==> src/rtl/router_pkg.sv <==
// Shared defaults for the router synchronizer and its per-channel timeout timer.
package router_pkg;

  localparam int NUM_CH_DEF  = 3;
  localparam int ADDR_W_DEF  = 2;
  localparam int TIMEOUT_DEF = 30;

  // Smallest width that can hold max_val.
  function automatic int cnt_width(input int max_val);
    int w;
    w = 1;
    while ((1 << w) <= max_val) w++;
    return w;
  endfunction

  localparam int CNT_W_DEF = cnt_width(TIMEOUT_DEF);

endpackage

==> src/rtl/router_sft_rst_timer.sv <==
// One channel's unread-packet watchdog: pulses sft_rst every TIMEOUT edges of
// valid data that nobody reads.
module router_sft_rst_timer
  import router_pkg::*;
#(
  parameter int TIMEOUT = TIMEOUT_DEF,
  parameter int CNT_W   = CNT_W_DEF
) (
  input  logic clk,
  input  logic rst,
  input  logic vld,
  input  logic rd_en,
  output logic sft_rst
);

  localparam logic [CNT_W-1:0] CNT_ONE = CNT_W'(1);
  localparam logic [CNT_W-1:0] CNT_TC  = CNT_W'(TIMEOUT);

  logic [CNT_W-1:0] cnt;

  // Counter restarts at 1 so the TIMEOUT-th stalled edge sees cnt == TIMEOUT.
  always_ff @(posedge clk) begin
    if (!rst) begin
      cnt     <= CNT_ONE;
      sft_rst <= 1'b0;
    end else if (!vld || rd_en) begin
      cnt     <= CNT_ONE;
      sft_rst <= 1'b0;
    end else if (cnt == CNT_TC) begin
      cnt     <= CNT_ONE;
      sft_rst <= 1'b1;
    end else begin
      cnt     <= cnt + CNT_ONE;
      sft_rst <= 1'b0;
    end
  end

endmodule

==> src/rtl/router_sync_n.sv <==
// Router synchronizer: latches the header address, steers the FIFO write
// enable, flags dropped writes and runs one soft-reset watchdog per channel.
module router_sync_n
  import router_pkg::*;
#(
  parameter int NUM_CH  = NUM_CH_DEF,
  parameter int ADDR_W  = ADDR_W_DEF,
  parameter int TIMEOUT = TIMEOUT_DEF,
  parameter int CNT_W   = CNT_W_DEF
) (
  input  logic              clk,
  input  logic              rst,
  input  logic              detect_add,
  input  logic [ADDR_W-1:0] data_in,
  input  logic              wrt_enb_reg,
  input  logic [NUM_CH-1:0] rd_en,
  input  logic [NUM_CH-1:0] empty,
  input  logic [NUM_CH-1:0] full,
  output logic [NUM_CH-1:0] wrt_enb,
  output logic              fifo_full,
  output logic [NUM_CH-1:0] vld_out,
  output logic [NUM_CH-1:0] sft_rst,
  output logic              addr_err,
  output logic              wr_drop
);

  localparam logic [ADDR_W:0] NUM_CH_EXT = (ADDR_W + 1)'(NUM_CH);

  logic [ADDR_W-1:0] addr;

  always_ff @(posedge clk) begin
    if (!rst) begin
      addr <= '0;
    end else if (detect_add) begin
      addr <= data_in;
    end
  end

  assign addr_err = ({1'b0, addr} >= NUM_CH_EXT);

  // An out-of-range address matches no channel, so enable and full stay 0.
  always_comb begin
    wrt_enb   = '0;
    fifo_full = 1'b0;
    for (int i = 0; i < NUM_CH; i++) begin
      if (addr == ADDR_W'(i)) begin
        fifo_full  = full[i];
        wrt_enb[i] = wrt_enb_reg & ~full[i];
      end
    end
  end

  always_ff @(posedge clk) begin
    if (!rst) begin
      wr_drop <= 1'b0;
    end else begin
      wr_drop <= wrt_enb_reg & fifo_full;
    end
  end

  assign vld_out = ~empty;

  for (genvar g = 0; g < NUM_CH; g++) begin : g_timer
    router_sft_rst_timer #(
      .TIMEOUT (TIMEOUT),
      .CNT_W   (CNT_W)
    ) u_timer (
      .clk     (clk),
      .rst     (rst),
      .vld     (vld_out[g]),
      .rd_en   (rd_en[g]),
      .sft_rst (sft_rst[g])
    );
  end

endmodule

==> config.mk <==
export PLATFORM = sky130hd
export DESIGN_NAME = router_sync_n
export DESIGN_NICKNAME = d
export VERILOG_FILES = /design/src/rtl/router_pkg.sv /design/src/rtl/router_sft_rst_timer.sv /design/src/rtl/router_sync_n.sv
export SDC_FILE = /design/constraint.sdc
export NUM_CORES = 1
export LEC_CHECK = 0
export BUFFER_PORTS_ARGS = -buffer_cell sky130_fd_sc_hd__buf_4
export CAP_MARGIN = 15
export CORE_MARGIN = 4
export CORE_UTILIZATION = 30
export DETAILED_ROUTE_END_ITERATION = 10
export GPL_ROUTABILITY_DRIVEN = 1
export SLEW_MARGIN = 10
export SYNTH_ARGS = -nofsm -noshare
export SYNTH_HDL_FRONTEND = slang
export SYNTH_HIERARCHICAL = 1
export SYNTH_SLANG_ARGS = --single-unit
==> constraint.sdc <==
create_clock -name clk -period 1 [get_ports clk]
set_input_delay 0.2 -clock clk [delete_from_list [all_inputs] [get_ports clk]]
set_output_delay 0.2 -clock clk [all_outputs]
set_load 0.01 [all_outputs]
==> flow_summary.yaml, run 1 <==
die:
  row_count: 20
  boundaryPins: 27
  fp.dieW_um: 64.6
  core_sq_um: 3050
  design.die.area_sq_um: 4180
  die_h_um: 64.6
  start_util: 0.315
outcome:
  violations: "negative setup slack"
  status: "complete, but fails checks"
setup_path:
  critPathMaxFanout: 7
  crit_chain: "buf_6 > a211oi_4 > a21oi_2 > buf_4"
  cp.required_ns: 0.80
  startpoint_type: "flip-flop"
  end_kind: "primary output"
  crit_type: "flip-flop to primary output"
  cp_slowest_cell: "dfxtp_4"
  critPathArrivalTime_ns: 1.24
  slowest_delay_ns: 0.38
  r2r_cells: 5
route:
  viasPerCell: 4.31
  drcViolationCount: 0
  dr.max_layer_used: "met4"
  drt_iter0_drc: 34
  drt.antenna.violating_nets: 0
  post_drt_wl_per_cell_um: 12.0
  via_count: 763
  wl_met3_um: 100
  wl_met1_um: 937
  first_pass_iters: 3
  routed-wl-met2_um: 1050
  wirelength_um: 2120
clocking:
  clock_path_buffers: 2
  cts_inserted_buffers: 3
  cts_htree_levels: 1
  clk_latency_ns: 0.30
  cts_sinks: 21
  cts_tree: "yes"
  clkSlewWorstSetupHoldPaths_ns: 0.12
  cts.root.buffer_cell: "clkbuf_4"
run:
  maxCapViolCount: 0
timing:
  tightest_slew_ns: 0.248
  slew_viol_final: 0
  clock_skew_ns: 0.00953
  period_needed_ns: 1.44
  hold_viol: 0
  fin_ws_ns: -0.437
  setup_viol: 11
  relSlewSlack: 0.832
  fmax_mhz: 696
  fin_crit_sh: 1.44
  rsz0062_at_grt: "yes"
cells_and_area:
  design_area_sq_um: 1530
  final_core_util: 0.500
  num-fill-cells: 274
  n_antenna_cell: 0
  syn2layout_area_growth_pct: 58.5
  fin_nets: 155
  drive_gt1_frac: 0.602
pwr:
  p_leak_uw: 0.000701
  combPwrFrac: 0.170
  switching_share: 0.246
  powerDensity_nw_per_um2: 1010
  seq_power_share: 0.566
  clock_power_share: 0.263
  intPower_uw: 1160
  ir_worst_vdd_mv: 0.368
  p_sw_uw: 379
yosys:
  synthFlopType: "dfxtp_1"
  yosys_register_bits: 21
  synthArstFlopShare: 0
  ys_types: 22
  yosys.area.top_type_share: 0.437
  synth-warning-count: 6
  synth_edf_count: 0
  yosysMostFrequentCell: "dfxtp_1"
  avgSynthCellArea_sq_um: 10.8
  ys_seq_area_frac: 0.437
  yosysTopAreaCell: "dfxtp_1"
  syn_inst: 89
  syn-num-nets: 110
  synth.cells.most_frequent: "dfxtp_1, nor2_1"
  synth_area_leaders: "dfxtp_1, ha_1, nand3b_4"
  syn_area_sq_um: 962
global_routing:
  grt_max_degree: 12
  antenna_found_initial: 0
  grt_pass1_wl_um: 3240
  grt_util_all_layers: 0.101
  grt_pass1_vias: 738
  grt-ovfl-total: 0
placed_design:
  place_hpwl_um: 1380
  io_buffer_count: 26
  gp_congestion: 0.740
  post_dp_cell_area_sq_um: 1260
hold_path:
  whs_path_depth: 3
  hold_path_class: "input port to flip-flop"
power by group through the flow:
stage | clock network (uW) | logic (uW) | registers, uW
after floorplan | 0 | 93.0 | 892
after global placement | 0 | 198 | 891
after detailed placement | 0 | 202 | 893
after CTS | 418 | 211 | 879
after global routing | 467 | 285 | 877
final | 406 | 263 | 873
cells by family after synthesis:
logic type | after synthesis | synth area share
AND/OR/NAND/NOR | 42 | 0.333
flip-flops | 21 | 0.437
XOR/XNOR | 9 | 0.0819
buffers and inverters | 6 | 0.0234
adder cells (fa/ha/maj) | 6 | 0.0780
AO/OA/AOI/OAI | 3 | 0.0260
multiplexers | 2 | 0.0208
worst max-delay path: cells and delay by family (launching register included):
family / cells / cell delay (ns)
flops: 1 / 0.38
compound gates: 2 / 0.30
buf+inv: 2 / 0.26
metrics by stage:
stage	setup WS, ns	cells	total power [uW]	hold slack (ns)	TNS, ns
global placement	-0.0944	164	1090	0.466	-0.242
CTS	-0.409	170	1510	0.145	-1.73
finish	-0.437	177	1540	0.148	-1.84
global route	-0.501	177	1630	0.138	-2.57
floorplan	-0.0468	89	985	0.326	-0.0775
detailed placement	-0.111	164	1100	0.475	-0.319
repair_timing:
item | CTS | global route
buffers inserted | 2 | 7
hold buffers | 0 | 0
endpoints found under the setup margin | 8 | 12
pin swaps | 1 | 9
resized for setup | 13 | 26
path summary, 6_finish.rpt:
kind / slack (ns) / to / start
hold reg to reg: 0.52 / g_timer[1].u_timer/cnt[0] / g_timer[1].u_timer/cnt[0]
setup reg to reg: -0.08 / g_timer[2].u_timer/cnt[0] / g_timer[2].u_timer/cnt[0]
setup / recovery: -0.44 / fifo_full / addr[0]
hold / removal: 0.15 / g_timer[2].u_timer/sft_rst / rd_en[2]
cells in the final DEF (no fill, tap or decap), types with 2 or more instances in the layout:
| cell | instances |
|---|---|
| mux2i_1 | 2 |
| xor2_1 | 6 |
| clkbuf_4 | 3 |
| nand2b_4 | 4 |
| ha_4 | 5 |
| nand4_4 | 3 |
| dfxtp_2 | 2 |
| xnor2_1 | 3 |
| nand3_1 | 5 |
| inv_1 | 3 |
| buf_6 | 5 |
| buf_4 | 34 |
| inv_2 | 2 |
| or2_1 | 3 |
| nor2b_1 | 2 |
| nand3b_4 | 3 |
| nor2_1 | 11 |
| nor2_2 | 4 |
| dfxtp_4 | 6 |
| dfxtp_1 | 13 |
state kept, by name, summed over array words and instances (netlist names):
name and flops:
wr_drop 1, g_timer.u_timer/sft_rst 3, addr 2, g_timer.u_timer/cnt 15
area by class of cell:
| type | instances | area (sq um) | area share |
|---|---|---|---|
| multi-input cells | 62 | 642 | 0.421 |
| inverters | 6 | 25.0 | 0.0164 |
| clock buffers | 4 | 26.3 | 0.0172 |
| well taps | 44 | 55.1 | 0.0361 |
| repair buffers | 40 | 332 | 0.217 |
| flip-flops and latches | 21 | 445 | 0.292 |
metal layers:
metal / up-vias / GRT usage
li1: 383 / -
met1: 354 / 0.111
met3: 2 / 0.0277
met2: 24 / 0.173
met4: 0 / 0.0633
met5: - / 0
Power figures use the tool's default switching activity.
==> run 2, diff against run 1 <==
==> constraint.sdc (replaced) <==
create_clock -name clk -period 1 [get_ports clk]
set_input_delay 0 -clock clk [delete_from_list [all_inputs] [get_ports clk]]
set_output_delay 0 -clock clk [all_outputs]
set_load 0.01 [all_outputs]
==> run 2 against run 1 <==
  * The run ends with negative hold slack, negative setup slack left
  * Via count increased by 0.26%
  * Power decreased by 0.37%
  * Count of clock-buffer cells in the layout unchanged
  * Design area increased by 3.5%
  * Global-route usage increased by 0.55 points
  * Register-to-register slack about the same
  * Sequential share of layout area decreased by 0.60 points
==> flow_summary.yaml, run 2 (synthesized netlist as in run 1, its figures left out) <==
outcome:
  status: "complete, but fails checks"
  violations: "negative hold slack, negative setup slack"
cells_and_area:
  reg_top3: "g_timer.u_timer/cnt: 15 flops, g_timer.u_timer/sft_rst: 3 flops, addr: 2 flops"
  multi_input_area_sq_um: 672
  register_area_sq_um: 452
  largest-register: "g_timer.u_timer/cnt"
  largest_register_ffs: 15
  n_antenna_cell: 0
  final_core_util: 0.517
  syn2layout_area_growth_pct: 64.1
  final_cell_mix: "buf_4, dfxtp_1, nor2_1"
  fin_nets: 156
  design_area_sq_um: 1580
  drive_gt1_frac: 0.575
  num-fill-cells: 268
  layout_commonest_cell: "buf_4"
  finalNonFillerCells: 178
setup_path:
  end_kind: "primary output"
  slowest_delay_ns: 0.40
  crit_start: "addr[0]"
  critPathArrivalTime_ns: 1.13
  crit_chain: "nor2b_2 > a211oi_2 > a21oi_1 > buf_4"
  cp_slowest_cell: "dfxtp_4"
  cp.required_ns: 1.00
  r2r_cells: 5
  r2r_start: "g_timer[2].u_timer/cnt[0]"
  cp.depth: 4
  cp_top_family: "flip-flops"
  crit_type: "flip-flop to primary output"
  critPathMaxFanout: 8
  worstPathBufferInverterCount: 1
  startpoint_type: "flip-flop"
global_routing:
  grt_util_all_layers: 0.107
  grt-ovfl-total: 0
  grt_pass1_vias: 790
  antenna_found_initial: 0
  grt_pass1_wl_um: 3420
  grt_max_degree: 12
hold_path:
  hold_path_class: "input port to flip-flop"
  whs_path_depth: 3
  hold_start: "full[2]"
timing:
  totalNegativeSetupSlack_ns: -0.600
  setup_viol: 12
  clock_skew_ns: 0.00540
  tightest_slew_ns: 0.246
  fmax_mhz: 889
  relSlewSlack: 0.836
  period_needed_ns: 1.13
  fin_crit_sh: 1.13
  holdWs_ns: -0.0239
  rsz0062_at_grt: "yes"
  hold_viol: 3
  fin_ws_ns: -0.125
  slew_viol_final: 0
die:
  fp.dieW_um: 64.6
  start_util: 0.315
  boundaryPins: 27
  design.die.area_sq_um: 4180
  core_sq_um: 3050
  row_count: 20
  die_h_um: 64.6
pwr:
  seq_power_share: 0.571
  switching_share: 0.243
  intPower_uw: 1160
  ir_worst_vdd_mv: 0.305
  combPwrFrac: 0.169
  p_leak_uw: 0.000696
  clock_power_share: 0.260
  p_sw_uw: 374
  powerDensity_nw_per_um2: 973
route:
  first_pass_iters: 4
  drcViolationCount: 0
  via_count: 765
  viasPerCell: 4.30
  post_drt_wl_per_cell_um: 12.8
  drt_iter0_drc: 16
  wirelength_um: 2280
  drt.antenna.violating_nets: 0
run:
  maxCapViolCount: 0
placed_design:
  placed_cells: 161
  io_buffer_count: 26
  dpl_worst_slack_ns: -0.0723
  gp_congestion: 0.726
  post_dp_cell_area_sq_um: 1240
  place_hpwl_um: 1430
clocking:
  cts_tree: "yes"
  clock_path_buffers: 2
  cts_htree_levels: 1
  cts_inserted_buffers: 3
  cts-hold-fix-buffers: 7
  cts.root.buffer_cell: "clkbuf_4"
  cts_sinks: 21
  clk_latency_ns: 0.29
  clkSlewWorstSetupHoldPaths_ns: 0.12
-- run 2: cell types whose count changed in the layout (fill, tap and decap cells not counted), sizes merged --
cell         previous run  this run
buf                    40        34
dlygate4sd3             0         7
-- run 2: path summary, 6_finish.rpt --
| path | to | slack (ns) |
|---|---|---|
| setup / recovery | fifo_full | -0.13 |
| hold reg to reg | g_timer[1].u_timer/cnt[0] | 0.55 |
| hold / removal | wr_drop | -0.02 |
| setup reg to reg | g_timer[2].u_timer/cnt[0] | -0.07 |
-- run 2: per-layer routing --
metal	wire, um	up-vias	GRT usage
met5	0	-	0
met4	41	0	0.0554
met3	123	2	0.0277
met2	1190	26	0.198
met1	922	351	0.109
li1	-	386	-
-- run 2: metrics by stage --
| stage | power, uW | hold slack, ns |
|---|---|---|
| finish | 1540 | -0.0239 |
| floorplan | 985 | 0.0504 |
| global route | 1620 | -0.0452 |
| CTS | 1510 | -0.0276 |
| global placement | 1080 | 0.255 |
| detailed placement | 1080 | 0.255 |
-- run 2: worst register-to-register path: stages (launching register included) --
cell and delay, ns:
dfxtp_4 0.40, inv_4 0.04, ha_4 0.15, nand4_4 0.08
nand2b_4 0.07, or2_1 0.23
-- run 2: power by group through the flow --
| stage | Clock, uW | Sequential (uW) | Combinational (uW) |
|---|---|---|---|
| 2_1_floorplan | 0 | 892 | 93.0 |
| 3_3_place_gp | 0 | 894 | 183 |
| 3_5_place_dp | 0 | 896 | 188 |
| 5_1_grt | 462 | 881 | 282 |
| 6_report | 400 | 876 | 260 |
| 4_1_cts | 403 | 878 | 230 |
-- run 2: final cells by class --
type | count | share of cell area
clock buffers | 4 | 0.0166
inverters | 6 | 0.0190
multi-input cells | 62 | 0.426
flip-flops and latches | 21 | 0.286
well taps | 44 | 0.0349
repair buffers | 41 | 0.218
-- run 2: what timing repair did --
item                                   4_1_cts  5_1_grt
setup endpoints to repair                   10       13
endpoints found under the hold margin        6        3
pin swaps                                    6        6
setup buffers                                3        3
resized for setup                           20       29
gates cloned                                 0        0
